## src/rtl/fetch_pkg.sv

```systemverilog
// Shared types and constants for the instruction fetch unit.
// Latency: n/a (declarations only).
// Backpressure: n/a.
package fetch_pkg;

  // Instruction layout: [11:8] opcode, [7:4] operand A, [3:0] operand B
  localparam int INSTR_W = 12;
  localparam int OPC_MSB = 11;
  localparam int OPC_LSB = 8;
  localparam int OPA_MSB = 7;
  localparam int OPA_LSB = 4;
  localparam int OPB_MSB = 3;
  localparam int OPB_LSB = 0;

  // Opcode that stops fetching once it has been issued downstream
  localparam logic [3:0] HALT_OPCODE_DEF = 4'hF;

  typedef enum logic [1:0] {
    IDLE   = 2'd0,
    RUN    = 2'd1,
    DRAIN  = 2'd2,
    HALTED = 2'd3
  } state_t;

  // Extract the opcode field of an instruction word
  function automatic logic [3:0] opcode_of(input logic [INSTR_W-1:0] instr);
    return instr[OPC_MSB:OPC_LSB];
  endfunction

endpackage

```

## src/rtl/instr_fetch_unit_if.sv

```systemverilog
// Instruction slot handed from fetch to execute (valid/ready).
// Latency: n/a (wiring only).
// Backpressure: slot holds while out_valid && !out_ready.
interface instr_fetch_unit_if #(
  parameter int PC_W = 4
);
  logic            out_valid;
  logic            out_ready;
  logic [3:0]      opcode;
  logic [3:0]      operand_a;
  logic [3:0]      operand_b;
  logic [PC_W-1:0] out_pc;

  // Fetch side drives the slot, execute side returns ready
  modport master (
    output out_valid, opcode, operand_a, operand_b, out_pc,
    input  out_ready
  );

  modport slave (
    input  out_valid, opcode, operand_a, operand_b, out_pc,
    output out_ready
  );
endinterface

```

## src/rtl/fetch_imem.sv

```systemverilog
// Small program memory: one synchronous write port, one combinational read port.
// Latency: read is combinational; a write is visible after the next rising edge.
// Backpressure: none; contents are deliberately not reset.
module fetch_imem #(
  parameter int AW = 4,
  parameter int DW = 12
) (
  input  logic          clk,
  input  logic          we,
  input  logic [AW-1:0] waddr,
  input  logic [DW-1:0] wdata,
  input  logic [AW-1:0] raddr,
  output logic [DW-1:0] rdata
);

  logic [DW-1:0] mem [2**AW];

  // Write port: program loading
  always_ff @(posedge clk) begin
    if (we) begin
      mem[waddr] <= wdata;
    end
  end

  assign rdata = mem[raddr];

endmodule

```

## src/rtl/instr_fetch_unit.sv

```systemverilog
// Fetch stage: program memory + PC, presents one instruction slot downstream; optional perf counters under FETCH_PERF_CNT_EN.
// Latency: start at edge k -> instruction 0 valid after edge k+1; redirect -> refetched instruction one cycle after the flush.
// Backpressure: slot and PC hold while out_valid && !out_ready; 1 instr/cycle with ready held high.
module instr_fetch_unit
  import fetch_pkg::*;
#(
  parameter int         PC_W        = 4,
  parameter logic [3:0] HALT_OPCODE = HALT_OPCODE_DEF
) (
  input  logic               clk,
  input  logic               rst_n,
  input  logic               start,
  input  logic               prog_we,
  input  logic [PC_W-1:0]    prog_addr,
  input  logic [INSTR_W-1:0] prog_data,
  input  logic               redirect,
  input  logic [PC_W-1:0]    redirect_pc,
  instr_fetch_unit_if.master slot,
  output logic               halted
`ifdef FETCH_PERF_CNT_EN
  ,
  output logic [7:0]         fetch_count,
  output logic [7:0]         stall_count
`endif
);

  state_t             state_q, state_d;
  logic [PC_W-1:0]    pc_q, pc_d;
  logic               vld_q, vld_d;
  logic [INSTR_W-1:0] instr_q, instr_d;
  logic [PC_W-1:0]    out_pc_q, out_pc_d;
  logic               halted_q, halted_d;

  logic [INSTR_W-1:0] mem_rdata;
  logic               stopped;
  logic               mem_we;
  logic               start_ok;
  logic               xfer;
  logic               stall;

  // Program loading and (re)start are only legal while the fetch loop is parked
  assign stopped  = (state_q == IDLE) || (state_q == HALTED);
  assign mem_we   = prog_we && stopped;
  assign start_ok = start && stopped;
  assign xfer     = vld_q && slot.out_ready;
  assign stall    = vld_q && !slot.out_ready;

  fetch_imem #(
    .AW (PC_W),
    .DW (INSTR_W)
  ) u_imem (
    .clk   (clk),
    .we    (mem_we),
    .waddr (prog_addr),
    .wdata (prog_data),
    .raddr (pc_q),
    .rdata (mem_rdata)
  );

  // State, PC and output slot registers
  always_ff @(posedge clk or negedge rst_n) begin
    if (!rst_n) begin
      state_q  <= IDLE;
      pc_q     <= '0;
      vld_q    <= 1'b0;
      instr_q  <= '0;
      out_pc_q <= '0;
      halted_q <= 1'b0;
    end else begin
      state_q  <= state_d;
      pc_q     <= pc_d;
      vld_q    <= vld_d;
      instr_q  <= instr_d;
      out_pc_q <= out_pc_d;
      halted_q <= halted_d;
    end
  end

  // Next-state: start, fetch/load, halt drain and redirect flush
  always_comb begin
    state_d  = state_q;
    pc_d     = pc_q;
    vld_d    = vld_q;
    instr_d  = instr_q;
    out_pc_d = out_pc_q;
    halted_d = halted_q;

    unique case (state_q)
      IDLE, HALTED: begin
        if (start) begin
          pc_d     = '0;
          halted_d = 1'b0;
          state_d  = RUN;
        end
      end

      RUN: begin
        // A flush beats the next load; a transfer in the same cycle still completes
        if (redirect) begin
          vld_d = 1'b0;
          pc_d  = redirect_pc;
        end else if (!vld_q || xfer) begin
          vld_d    = 1'b1;
          instr_d  = mem_rdata;
          out_pc_d = pc_q;
          if (opcode_of(mem_rdata) == HALT_OPCODE) begin
            // Halt is still issued; PC parks on it and no more fetches happen
            state_d = DRAIN;
          end else begin
            pc_d = pc_q + {{(PC_W-1){1'b0}}, 1'b1};
          end
        end
      end

      DRAIN: begin
        if (redirect) begin
          vld_d   = 1'b0;
          pc_d    = redirect_pc;
          state_d = RUN;
        end else if (xfer) begin
          vld_d    = 1'b0;
          halted_d = 1'b1;
          state_d  = HALTED;
        end
      end

      default: begin
        state_d = IDLE;
        vld_d   = 1'b0;
      end
    endcase
  end

  assign slot.out_valid = vld_q;
  assign slot.opcode    = instr_q[OPC_MSB:OPC_LSB];
  assign slot.operand_a = instr_q[OPA_MSB:OPA_LSB];
  assign slot.operand_b = instr_q[OPB_MSB:OPB_LSB];
  assign slot.out_pc    = out_pc_q;
  assign halted         = halted_q;

`ifdef FETCH_PERF_CNT_EN
  logic [7:0] fetch_cnt_q;
  logic [7:0] stall_cnt_q;

  // Saturating transfer/stall counters, cleared by reset or an accepted start
  always_ff @(posedge clk or negedge rst_n) begin
    if (!rst_n) begin
      fetch_cnt_q <= '0;
      stall_cnt_q <= '0;
    end else if (start_ok) begin
      fetch_cnt_q <= '0;
      stall_cnt_q <= '0;
    end else begin
      if (xfer && (fetch_cnt_q != 8'hFF)) begin
        fetch_cnt_q <= fetch_cnt_q + 8'd1;
      end
      if (stall && (stall_cnt_q != 8'hFF)) begin
        stall_cnt_q <= stall_cnt_q + 8'd1;
      end
    end
  end

  assign fetch_count = fetch_cnt_q;
  assign stall_count = stall_cnt_q;
`else
  // start_ok and stall only feed the counters; keep them referenced
  logic unused_perf;
  assign unused_perf = start_ok ^ stall;
`endif

endmodule

```

## src/flat_wrapper.sv

```systemverilog
// flat-port wrapper written by rule: the top's interface ports become plain ports
module instr_fetch_unit_flat import fetch_pkg::*;
#(
  parameter int         PC_W        = 4,
  parameter logic [3:0] HALT_OPCODE = HALT_OPCODE_DEF
)
  (clk, rst_n, start, prog_we, prog_addr, prog_data, redirect, redirect_pc, halted, slot_out_valid, slot_opcode, slot_operand_a, slot_operand_b, slot_out_pc, slot_out_ready);
  instr_fetch_unit_if #(.PC_W(PC_W)) slot_i ();
  input  logic clk;
  input  logic rst_n;
  input  logic start;
  input  logic prog_we;
  input  logic [PC_W-1:0] prog_addr;
  input  logic [INSTR_W-1:0] prog_data;
  input  logic redirect;
  input  logic [PC_W-1:0] redirect_pc;
  output logic halted;
  output wire logic [$bits(slot_i.out_valid)-1:0] slot_out_valid;
  output wire logic [$bits(slot_i.opcode)-1:0] slot_opcode;
  output wire logic [$bits(slot_i.operand_a)-1:0] slot_operand_a;
  output wire logic [$bits(slot_i.operand_b)-1:0] slot_operand_b;
  output wire logic [$bits(slot_i.out_pc)-1:0] slot_out_pc;
  input wire logic [$bits(slot_i.out_ready)-1:0] slot_out_ready;
  assign slot_out_valid = slot_i.out_valid;
  assign slot_opcode = slot_i.opcode;
  assign slot_operand_a = slot_i.operand_a;
  assign slot_operand_b = slot_i.operand_b;
  assign slot_out_pc = slot_i.out_pc;
  assign slot_i.out_ready = slot_out_ready;
  instr_fetch_unit #(.PC_W(PC_W), .HALT_OPCODE(HALT_OPCODE)) u_core (.clk(clk), .rst_n(rst_n), .start(start), .prog_we(prog_we), .prog_addr(prog_addr), .prog_data(prog_data), .redirect(redirect), .redirect_pc(redirect_pc), .slot(slot_i), .halted(halted));
endmodule
```

## config.mk

```make
export PLATFORM = sky130hd
export DESIGN_NAME = instr_fetch_unit_flat
export DESIGN_NICKNAME = d
export VERILOG_FILES = /design/src/rtl/fetch_pkg.sv /design/src/rtl/instr_fetch_unit_if.sv /design/src/rtl/fetch_imem.sv /design/src/rtl/instr_fetch_unit.sv /design/src/flat_wrapper.sv
export SDC_FILE = /design/constraint.sdc
export NUM_CORES = 1
export LEC_CHECK = 0
export CAP_MARGIN = 20
export CORE_MARGIN = 1
export CORE_UTILIZATION = 58
export DETAILED_ROUTE_END_ITERATION = 7
export PLACE_DENSITY = 0.83
export SYNTH_ARGS = -nofsm -noshare
export SYNTH_HDL_FRONTEND = slang
export SYNTH_HIERARCHICAL = 1
export SYNTH_SLANG_ARGS = --single-unit
```

## constraint.sdc

```tcl
create_clock -name clk -period 7.9 [get_ports clk]
set_clock_uncertainty 0.1 [all_clocks]
set_input_delay 1.975 -clock clk [delete_from_list [all_inputs] [get_ports clk]]
set_output_delay 1.975 -clock clk [all_outputs]
set_load 0.01 [all_outputs]
```

After elaboration in Yosys (flattened, before gate mapping)
Memories as Yosys holds them, arrays and structs flattened.
Cells that the tools add are included.
{"block": "totals", "ff_bits": 24, "mem_bits_rw": 192, "input_bits": 26, "output_inout_bits": 18, "wordCells": 61, "n_memories": 1}
{"block": "classes", "n_addsub": 1, "n_eq_ne": 14, "n_mux": 24, "bitwise_logic": 1, "n_reduce_logical": 14}
{"name": "u_core.u_imem.mem", "depth": 16, "width": 12, "read_ports": 1, "rd_ports_with_merged_regs": 0, "write_ports": 1, "line": "fetch_imem.sv:16", "source": "logic [DW-1:0] mem [2**AW];"}
{"operator": "4-bit two-way mux", "n": 5}
{"operator": "2-bit two-way mux", "n": 6}
{"operator": "4-bit case mux with 3 select lines", "n": 1}
{"operator": "1-bit two-way mux", "n": 9}
{"operator": "2-bit inequality test, second input constant", "n": 4}
{"operator": "4-bit AND reduction", "n": 2}
{"operator": "2-bit by 1-bit inequality test with 1-bit output, second input constant", "n": 3}
{"operator": "3-bit by 2-bit inequality test with 1-bit output, second input constant", "n": 2}
{"operator": "2-bit case mux with 3 select lines", "n": 1}
{"operator": "3-bit AND reduction", "n": 2}
{"operator": "5-bit AND reduction", "n": 1}
{"operator": "4-bit by 1-bit adder with 4-bit output, second input constant", "n": 1}
{"operator": "2-bit equality test, second input constant", "n": 2}
{"operator": "4-bit equality test, second input constant", "n": 1}
{"operator": "1-bit case mux with 2 select lines", "n": 2}
{"operator": "2-bit nonzero test", "n": 2}
{"operator": "3-bit inequality test, second input constant", "n": 1}
{"operator": "2-bit by 1-bit equality test with 1-bit output, second input constant", "n": 1}
{"operator": "1-bit logical AND", "n": 2}
{"operator": "2-bit logical NOT", "n": 1}
{"operator": "1-bit logical OR", "n": 2}
{"operator": "2-bit OR reduction", "n": 1}
{"operator": "1-bit logical NOT", "n": 1}
{"operator": "1-bit inverter", "n": 1}

Logic depth before layout (Yosys ltp)
Gate-level depths: netlist of run 1.
An unclocked memory read counts as a cell.
{"block": "depth", "depth_word": 6, "depth_mapped": 9, "ltp_nobuf": 7}

By module
Netlist of run 1, hierarchy kept.
{"mod": "fetch_imem", "instances": 1, "cells_each": 317, "area_per_inst_um2": 7359.6, "seq_area_each_um2": 5765.5}
{"mod": "instr_fetch_unit", "instances": 1, "cells_each": 98, "area_per_inst_um2": 1238.7, "seq_area_each_um2": 600.6}

Worst setup path before layout of run 1
No wires, ideal clock.
{"block": "synth_timing", "path_type": "in2reg", "startpoint": "input port prog_we", "endpoint": "memory u_core.u_imem.mem[0][0] (enable)", "setup_ns": 0.396, "arrival_time_ns": 3.412, "required_ns": 7.404, "slack_ns": 3.992, "path_stages": 3, "n_path_buf": 0, "path_cell_list": "and2_1 -> or3b_1 -> nor3_1"}
{"block": "synth_via", "elab_chain_len": 3}
{"item": "start: declaration", "line": "flat_wrapper.sv:12", "source": "input logic prog_we;"}
{"item": "1-bit logical AND", "line": "instr_fetch_unit.sv:43", "source": "assign mem_we = prog_we && stopped;"}
{"item": "1-bit two-way mux", "line": "fetch_imem.sv:20", "source": "if (we) begin"}
{"item": "1-bit two-way mux (implied by the code)", "line": "fetch_imem.sv:21", "source": "mem[waddr] <= wdata;"}
{"item": "end: declaration", "line": "fetch_imem.sv:16"}
Every way passes these cells.

Worst setup path after layout of run 1
{"block": "layout_timing", "startpoint": "input port prog_we", "endpoint": "memory u_core.u_imem.mem[2][0] (enable)"}
{"block": "layout_via", "elab_chain_len": 3}
{"item": "1-bit logical AND", "line": "instr_fetch_unit.sv:43"}
{"item": "net u_core.mem_we", "line": "instr_fetch_unit.sv:36", "source": "logic mem_we;"}
{"item": "1-bit two-way mux", "line": "fetch_imem.sv:20"}
{"item": "1-bit two-way mux (implied by the code)", "line": "fetch_imem.sv:21"}
The timed path passes the listed nets, and every way through them passes these cells.

==> results.yml, run 1 <==
grt:
  grt_pass1_vias: 4352
  use_met3_pct: 4.95
  overflow: 0
  use_met2_pct: 38.9
  grt_max_degree: 54
  antenna_found_initial: 0
  top_usage_layer: "met2"
  grt_usage_pct: 24.5
  use_met1_pct: 35.2
  grt_first_pass_wirelength_um: 26300
hold_path:
  holdCritPathClass: "reg -> reg"
drt:
  wire_per_inst_um: 26.7
  first_iter_violations: 378
  first_pass_iters: 6
  drc_errors: 0
  wirelength_um: 17900
  viasPerCell: 6.47
  ant_nets: 0
  num_vias: 4345
power_and_ir_drop:
  ir_drop_v: 0.000202
  powerDensity_nw_per_um2: 310
  leakagePower_nw: 3.30
place:
  gp_congestion: 0.814
  placedCellCount: 628
  io_buffer_count: 43
  dpl.hpwl_um: 10500
  dpl_cell_area_um2: 9190
setup_path:
  crit_family: "simple AND/OR/NAND/NOR gates"
  cpPeakStageDelay_ns: 0.85
  required_ns: 7.92
  cp.arrival_ns: 4.02
  path_max_fanout: 12
  slowest_stage: "nor2_1"
  path_class: "in -> reg"
  cp_num_buf_inv: 1
  cp-end-kind: "register"
  setup.worst_path.start_class: "input port"
  cp_cell_sequence: "clkdlybuf4s50_1 -> and2_1 -> or3b_1 -> nor2_1"
clocking:
  cts_buffer_depth: 3
  numCtsBuffers: 22
  cts_tree: "done"
  clk_pin_slew_worst_paths_ns: 0.06
  cts_sinks: 216
  cts_setup_buffers: 0
  cts_max_level: 1
  hold_buffers: 0
  cts-root-buf: "clkbuf_16"
  cts_resized: 0
  clock_latency_ns: 0.51
cells_and_area:
  drive_gt1_share_pct: 20.7
  final_util_pct: 68.6
  syn_to_final_growth_pct: 15.5
  nFillCells: 896
  nNetsFinal: 505
  num_antenna_cells: 0
  design_area_um2: 9930
  fin_cells: 672
floorplanning:
  die-area_um2: 15300
  core_area_um2: 14500
  initial_utilization_pct: 59.4
  fp.dieW_um: 124
  die_h_um: 124
  io_pins: 44
  fp-row-count: 44
synthesis:
  netlist_area_um2: 8600
  synth_flop_cell: "edfxtp_1"
  synthArstFlopShare_pct: 11.1
  synth_nets: 445
  synth.avg_cell_area_um2: 20.7
  synth-seq-cells: 216
  ys_warn_count: 6
  synth_edf_count: 192
  yosysUniqueCellTypes: 42
  seq_area_frac_synth_pct: 74.0
  synth_cells: 415
sta:
  tns_ns: 0
  slew_headroom_pct: 25.7
  finalCritPeriodShare_pct: 50.7
  worst_slew_pin_slew_ns: 1.11
  min_period_ns: 4.00
  drv_slew: 0
  hold_viol_final: 0
  setup_viol: 0
  rsz0062_at_grt: "no"
  max_clock_freq_ghz: 0.250
run_status:
  status: "finished clean"
job:
  maxCapViolCount: 0
## synthesized netlist by cell type (3+ instances only)
master	count	share of area, %
ha_1	4	0.58
mux4_1	15	4.6
nor3_1	4	0.23
mux2_2	6	0.79
nor2_1	15	0.65
nor2b_1	4	0.29
nand3_1	3	0.17
nand2_1	19	0.83
a22oi_1	26	2.3
edfxtp_1	192	67
clkbuf_1	7	0.31
mux2_4	11	1.9
o21ai_0	3	0.17
inv_1	3	0.13
a21oi_1	4	0.23
dfrtp_1	24	7.0
and2_1	3	0.22
mux4_2	33	8.6
nand2b_1	4	0.29
buf_2	6	0.35
## worst paths after layout
kind | end | slack, ns | cells after the start | from
worst min-delay path | u_core/instr_q[10] | 0.41 | 1 | u_core/instr_q[10]
worst max-delay path | u_core/u_imem/mem[2][0] | 3.90 | 4 | prog_we
min in group asynchronous | u_core/slot.out_valid | 1.75 | 2 | rst_n
worst min register to register | u_core/instr_q[10] | 0.41 | 1 | u_core/instr_q[10]
worst max register to register | u_core/pc_q[0] | 4.66 | 8 | u_core/pc_q[0]
max in group asynchronous | u_core/pc_q[1] | 5.67 | 2 | rst_n
## worst reg2reg max path: cells and delay by family (launching register included)
kind	cells	cell delay (ns)
mux	2	0.99
buf+inv	1	0.72
simple gates	3	0.56
flops	1	0.34
compound gates	2	0.41
## per-stage QoR
step | setup slack [ns] | hold WS, ns | total power [mW]
after floorplan | 3.99 | 0.381 | 1.87
after global placement | 3.44 | 0.395 | 2.08
after detailed placement | 3.39 | 0.398 | 2.11
after CTS | 3.82 | 0.414 | 3.08
after global routing | 3.82 | 0.435 | 3.20
final | 3.90 | 0.409 | 3.07
## cell usage in the layout (no fill, tap or decap), drive strengths merged, types with 3 or more instances in the layout
cell type,netlist,layout
edfxtp,192,192
mux4,48,48
clkdlybuf4s50,0,43
clkbuf,7,27
a22oi,26,26
dfrtp,24,24
nand2,20,20
mux2,17,17
nor2,16,16
buf,10,10
clkinv,0,8
nor2b,5,5
nand2b,4,4
a21oi,4,4
ha,4,4
nor3,4,4
o21ai,4,4
inv,3,3
and2,3,3
nand3,3,3
## report_power, final
part           switching [mW]  total, mW  internal (mW)
clock                   0.407      0.982          0.575
sequential             0.0488       1.38           1.33
combinational           0.363      0.716          0.353
## flip-flops by register name (all words and copies together), names as in the netlist
register               count
u_core/u_imem/mem        192
u_core/slot.out_pc         4
u_core/instr_q            12
u_core/slot.out_valid      1
u_core/pc_q                4
u_core/halted              1
u_core/state_q             2
## routing by layer
layer | up-vias | wire length (um)
met3 | 36 | 1550
met4 | 0 | 454
met5 | - | 0
met2 | 226 | 8730
li1 | 1840 | -
met1 | 2243 | 7180
## final cells by class
class,count,area [um^2],area share [%]
repair buffers,53,520,5.24
clock inverters,10,108,1.08
flip-flops and latches,216,6370,64.1
clock buffers,27,569,5.73
inverters,3,11.3,0.113
multi-input cells,179,2120,21.4
well taps,184,230,2.32
## cell families (layout without fill, tap and decap cells)
kind of cell    count (synthesis)  count (layout)  share of synthesized area (%)
flops                         216             216                           74.0
buf+inv                        20              93                           1.51
xor+xnor                        1               1                          0.102
fa+ha+maj                       4               4                          0.582
compound gates                 46              46                           4.02
mux                            67              67                           16.2
simple gates                   61              61                           3.58
Note: power is estimated with default switching activity, not from simulation.
==> run 2, diff against run 1 <==
--- a/config.mk
+++ b/config.mk
@@ -7,9 +7,9 @@
 export LEC_CHECK = 0
 export CAP_MARGIN = 20
 export CORE_MARGIN = 1
-export CORE_UTILIZATION = 58
+export CORE_UTILIZATION = 54
 export DETAILED_ROUTE_END_ITERATION = 7
-export PLACE_DENSITY = 0.83
+export PLACE_DENSITY = 0.82
 export SYNTH_ARGS = -nofsm -noshare
 export SYNTH_HDL_FRONTEND = slang
 export SYNTH_HIERARCHICAL = 1
==> constraint.sdc (replaced) <==
create_clock -name clk -period 3.6 [get_ports clk]
set_clock_uncertainty 0.1 [all_clocks]
set_input_delay 0.9 -clock clk [delete_from_list [all_inputs] [get_ports clk]]
set_output_delay 0.9 -clock clk [all_outputs]
set_load 0.01 [all_outputs]
==> run 2 against run 1 <==
  * Critical path depth grew 3
  * Wire length grew 1.3%
  * Sequential share of layout area shrank 1.2 points
  * First-iteration DRC count grew 13%
  * Global-route usage shrank 0.97 points
  * Setup slack lost 3.2 ns
  * Sequential power grew 120%
  * Largest power group unchanged
  * Final cell count grew 7.0%
  * Non-clock buffer count grew 19
  * Core utilization shrank 2.8 points
  * Combinational power grew 120%
  * Sequential cell count is the same
==> results.yml, run 2 (same netlist as run 1, synthesis figures left out) <==
clocking:
  cts_tree: "done"
  cts_buffer_depth: 3
  cts-root-buf: "clkbuf_16"
  cts_sinks: 216
  cts_max_level: 1
  hold_buffers: 0
  clk_pin_slew_worst_paths_ns: 0.05
  numCtsBuffers: 22
  cts_setup_buffers: 0
  cts_resized: 0
  clock_latency_ns: 0.49
drt:
  drc_errors: 0
  first_pass_iters: 5
  first_iter_violations: 429
  viasPerCell: 6.24
  wirelength_um: 18100
  wire_per_inst_um: 25.2
  num_vias: 4487
  ant_nets: 0
floorplanning:
  core_area_um2: 15400
  fp-row-count: 45
  die_h_um: 128
  io_pins: 44
  die-area_um2: 16400
  initial_utilization_pct: 55.9
  fp.dieW_um: 128
cells_and_area:
  nNetsFinal: 524
  largest_reg_flops: 192
  design_area_um2: 10100
  syn_to_final_growth_pct: 17.7
  reg_top3: "u_core/u_imem/mem x192, u_core/instr_q x12"
  drive_gt1_share_pct: 23.2
  regMostFlops: "u_core/u_imem/mem"
  final_cell_mix: "edfxtp_1, clkdlybuf4s50_1, mux4_2"
  num_antenna_cells: 0
  nFillCells: 973
  final_common_cell: "edfxtp_1"
place:
  io_buffer_count: 43
  dpl.hpwl_um: 11300
  gp_congestion: 0.796
  dpl_cell_area_um2: 9430
setup_path:
  path_max_fanout: 40
  cp.arrival_ns: 3.14
  required_ns: 3.87
  cp-end-kind: "register"
  crit_family: "flip-flops"
  path_class: "reg -> reg"
  cpPeakStageDelay_ns: 0.97
  cp_num_buf_inv: 0
  slowest_stage: "dfrtp_2"
  setup.worst_path.start_class: "register"
  cp_cell_sequence: "mux4_2 -> a22oi_1 -> nand2_1 -> nand4_1 -> a21boi_4 -> nor2_2 -> mux2_4"
grt:
  grt_pass1_vias: 4732
  grt_usage_pct: 23.5
  grt_first_pass_wirelength_um: 27600
  grt_max_degree: 41
  antenna_found_initial: 0
  overflow: 0
sta:
  min_period_ns: 2.87
  drv_slew: 0
  rsz0062_at_grt: "no"
  tns_ns: 0
  max_clock_freq_ghz: 0.348
  setup_viol: 0
  slew_headroom_pct: 38.7
  hold_viol_final: 0
  worst_slew_pin_slew_ns: 0.919
  finalCritPeriodShare_pct: 79.7
power_and_ir_drop:
  ir_drop_v: 0.000453
  powerDensity_nw_per_um2: 672
  leakagePower_nw: 3.40
  power_mw: 6.80
run_status:
  status: "finished clean"
hold_path:
  holdCritPathClass: "reg -> reg"
job:
  maxCapViolCount: 0
-- run 2: power by group --
| group | switching (mW) | total, mW | internal, mW |
|---|---|---|---|
| Clock | 0.857 | 2.16 | 1.31 |
| Combinational | 0.744 | 1.56 | 0.816 |
| Sequential | 0.165 | 3.08 | 2.91 |
-- run 2: worst paths after layout --
check | from | end | slack, ns | cells after the start
max | u_core/pc_q[1] | u_core/pc_q[0] | 0.73 | 7
min | u_core/slot.out_pc[0] | u_core/slot.out_pc[0] | 0.41 | 1
max reg2reg | u_core/pc_q[1] | u_core/pc_q[0] | 0.73 | 7
min reg2reg | u_core/slot.out_pc[0] | u_core/slot.out_pc[0] | 0.41 | 1
max in group asynchronous | rst_n | u_core/pc_q[0] | 2.42 | 2
min in group asynchronous | rst_n | u_core/halted | 0.69 | 2
-- run 2: layout make-up --
cell class	instances	area, um^2	area share (%)
inverter	3	11.3	0.111
multi-input combinational	179	2120	21.0
sequential	216	6370	63.0
timing repair buffer	72	661	6.53
tap	211	264	2.61
clock buffer	30	602	5.95
clock inverter	8	87.6	0.866
-- run 2: metrics by stage --
| step | instances | hold WS [ns] | util (%) | setup slack, ns |
|---|---|---|---|---|
| after floorplan | 415 | 0.381 | - | 0.698 |
| after global placement | 681 | 0.391 | 61.3 | 0.691 |
| after detailed placement | 681 | 0.402 | 61.3 | 0.677 |
| after CTS | 719 | 0.418 | 65.8 | 0.725 |
| after global routing | 719 | 0.432 | 65.8 | 0.590 |
| final | 719 | 0.413 | 65.8 | 0.730 |
-- run 2: per-layer routing --
layer / global-route usage (%) / vias to the layer above / wire (um)
met5: 0 / - / 0
met4: 8.30 / 0 / 509
met3: 3.59 / 44 / 1350
met2: 38.7 / 244 / 9180
met1: 32.3 / 2314 / 7110
li1: - / 1885 / -
==> run 3, diff against run 2 <==
==> constraint.sdc (replaced) <==
create_clock -name clk -period 2.64 [get_ports clk]
set_clock_uncertainty 0.1 [all_clocks]
set_input_delay 0.66 -clock clk [delete_from_list [all_inputs] [get_ports clk]]
set_output_delay 0.66 -clock clk [all_outputs]
set_load 0.01 [all_outputs]
==> run 3 against run 2 <==
  * Sequential power rose by 33%
  * Non-clock buffer count is 17 higher
  * Setup slack worse by 0.61 ns
  * Sequential share of layout area is 0.87 points lower
  * Clock power grew 33%
  * Critical path type unchanged
  * Maximum frequency is 14% higher
  * Worst hold slack lost 0.0045 ns
==> results.yml, run 3 (same netlist as run 1, synthesis figures left out) <==
cells_and_area:
  regMostFlops: "u_core/u_imem/mem"
  nNetsFinal: 541
  syn_to_final_growth_pct: 19.3
  largest_reg_flops: 192
  final_cell_mix: "edfxtp_1, clkdlybuf4s50_1, buf_4"
  num_antenna_cells: 0
  reg_top3: "u_core/u_imem/mem x192, u_core/instr_q x12"
  drive_gt1_share_pct: 26.2
  final_util_pct: 66.7
  final_common_cell: "edfxtp_1"
drt:
  first_iter_violations: 377
  routed-wl-met3_um: 1280
  met2_length_um: 9200
  viasPerCell: 6.13
  wirelength_um: 18300
  routed.top_layer: "met4"
  met1_length_um: 7340
  drc_errors: 0
  wire_per_inst_um: 24.8
  ant_nets: 0
  num_vias: 4527
  first_pass_iters: 4
place:
  gp_congestion: 0.888
  io_buffer_count: 43
  dpl.hpwl_um: 11700
sta:
  slew_headroom_pct: 58.8
  setup_viol: 0
  tns_ns: 0
  rsz0062_at_grt: "no"
  finalCritPeriodShare_pct: 95.5
  min_period_ns: 2.52
  worst_slew_pin_slew_ns: 0.617
  max_clock_freq_ghz: 0.396
  hold_viol_final: 0
  drv_slew: 0
clocking:
  cts_setup_buffers: 0
  cts_buffer_depth: 3
  numCtsBuffers: 22
  clk_pin_slew_worst_paths_ns: 0.06
  hold_buffers: 0
  cts_tree: "done"
  cts_max_level: 1
  cts_sinks: 216
  clock_latency_ns: 0.50
  cts-root-buf: "clkbuf_16"
  cts_resized: 0
hold_path:
  holdCritPathClass: "reg -> reg"
  hold_path_depth: 1
run_status:
  status: "finished clean"
setup_path:
  cpPeakStageDelay_ns: 0.58
  path_max_fanout: 5
  rr_worst_depth: 8
  required_ns: 2.92
  slowest_stage: "mux4_1"
  cp_cell_sequence: "buf_4 -> mux4_1 -> a22oi_1 -> nand2_1 -> nand4_1 -> a21boi_4 -> nor2_2 -> mux2_4"
  setup.worst_path.start_class: "register"
  cp.arrival_ns: 2.80
  path_class: "reg -> reg"
  cp-end-kind: "register"
job:
  maxCapViolCount: 0
grt:
  antenna_found_initial: 0
  grt_usage_pct: 23.7
  grt_max_degree: 40
  overflow: 0
  grt_first_pass_wirelength_um: 28000
  grt_pass1_vias: 4747
floorplanning:
  core_area_um2: 15400
  fp-row-count: 45
  fp.dieW_um: 128
  initial_utilization_pct: 55.9
  die-area_um2: 16400
  io_pins: 44
  die_h_um: 128
power_and_ir_drop:
  power_mw: 9.25
  leakagePower_nw: 3.49
  ir_drop_v: 0.000681
  powerDensity_nw_per_um2: 902
## run 3: changes by cell type in the layout (fill, tap and decap cells not counted), sizes merged
| cell | delta |
|---|---|
| clkinvlp | -1 |
| clkbuf | +1 |
| bufinv | -1 |
| buf | +17 |
| clkinv | +3 |
## run 3: report_power, final
part	switching [mW]	internal, mW	total [mW]
registers	0.143	3.97	4.11
logic	1.09	1.17	2.27
clock network	1.18	1.69	2.87
## run 3: critical path, delay by kind of cell, from the launching register on
family / cells / cell delay [ns]
flops: 1 / 0.42
simple gates: 3 / 0.49
compound gates: 2 / 0.31
mux: 2 / 0.89
buf+inv: 1 / 0.19
## run 3: per-layer routing
metal  vias to the layer above  GRT usage, %
li1                       1917             -
met1                      2339          31.6
met2                       233          40.2
met3                        38          4.42
met4                         0          7.27
met5                         -             0
## run 3: per-stage QoR
stage	setup slack, ns	hold slack, ns	cells	area (um^2)
after global routing	0.00660	0.423	738	10300
final	0.118	0.408	738	10300
after global placement	0.0413	0.395	698	9580
after detailed placement	0.0248	0.392	698	9580
after floorplan	0.00293	0.264	415	8600
after CTS	0.0757	0.415	738	10200
## run 3: final cells by class
cell class              count  area (um^2)
clock inverters             9         65.1
fillers                   977         5110
repair buffers             89          817
flip-flops and latches    216         6370
multi-input cells         179         2130
well taps                 211          264
inverters                   3         11.3
clock buffers              31          606
## run 3: path summary, 6_finish.rpt
check                             startpoint                 to  slack [ns]
setup reg to reg              u_core/pc_q[0]     u_core/pc_q[0]        0.12
max in group asynchronous              rst_n     u_core/pc_q[0]        1.70
hold / removal             u_core/instr_q[1]  u_core/instr_q[1]        0.41
setup / recovery              u_core/pc_q[0]     u_core/pc_q[0]        0.12
hold reg to reg            u_core/instr_q[1]  u_core/instr_q[1]        0.41
min in group asynchronous              rst_n  u_core/state_q[0]        0.44
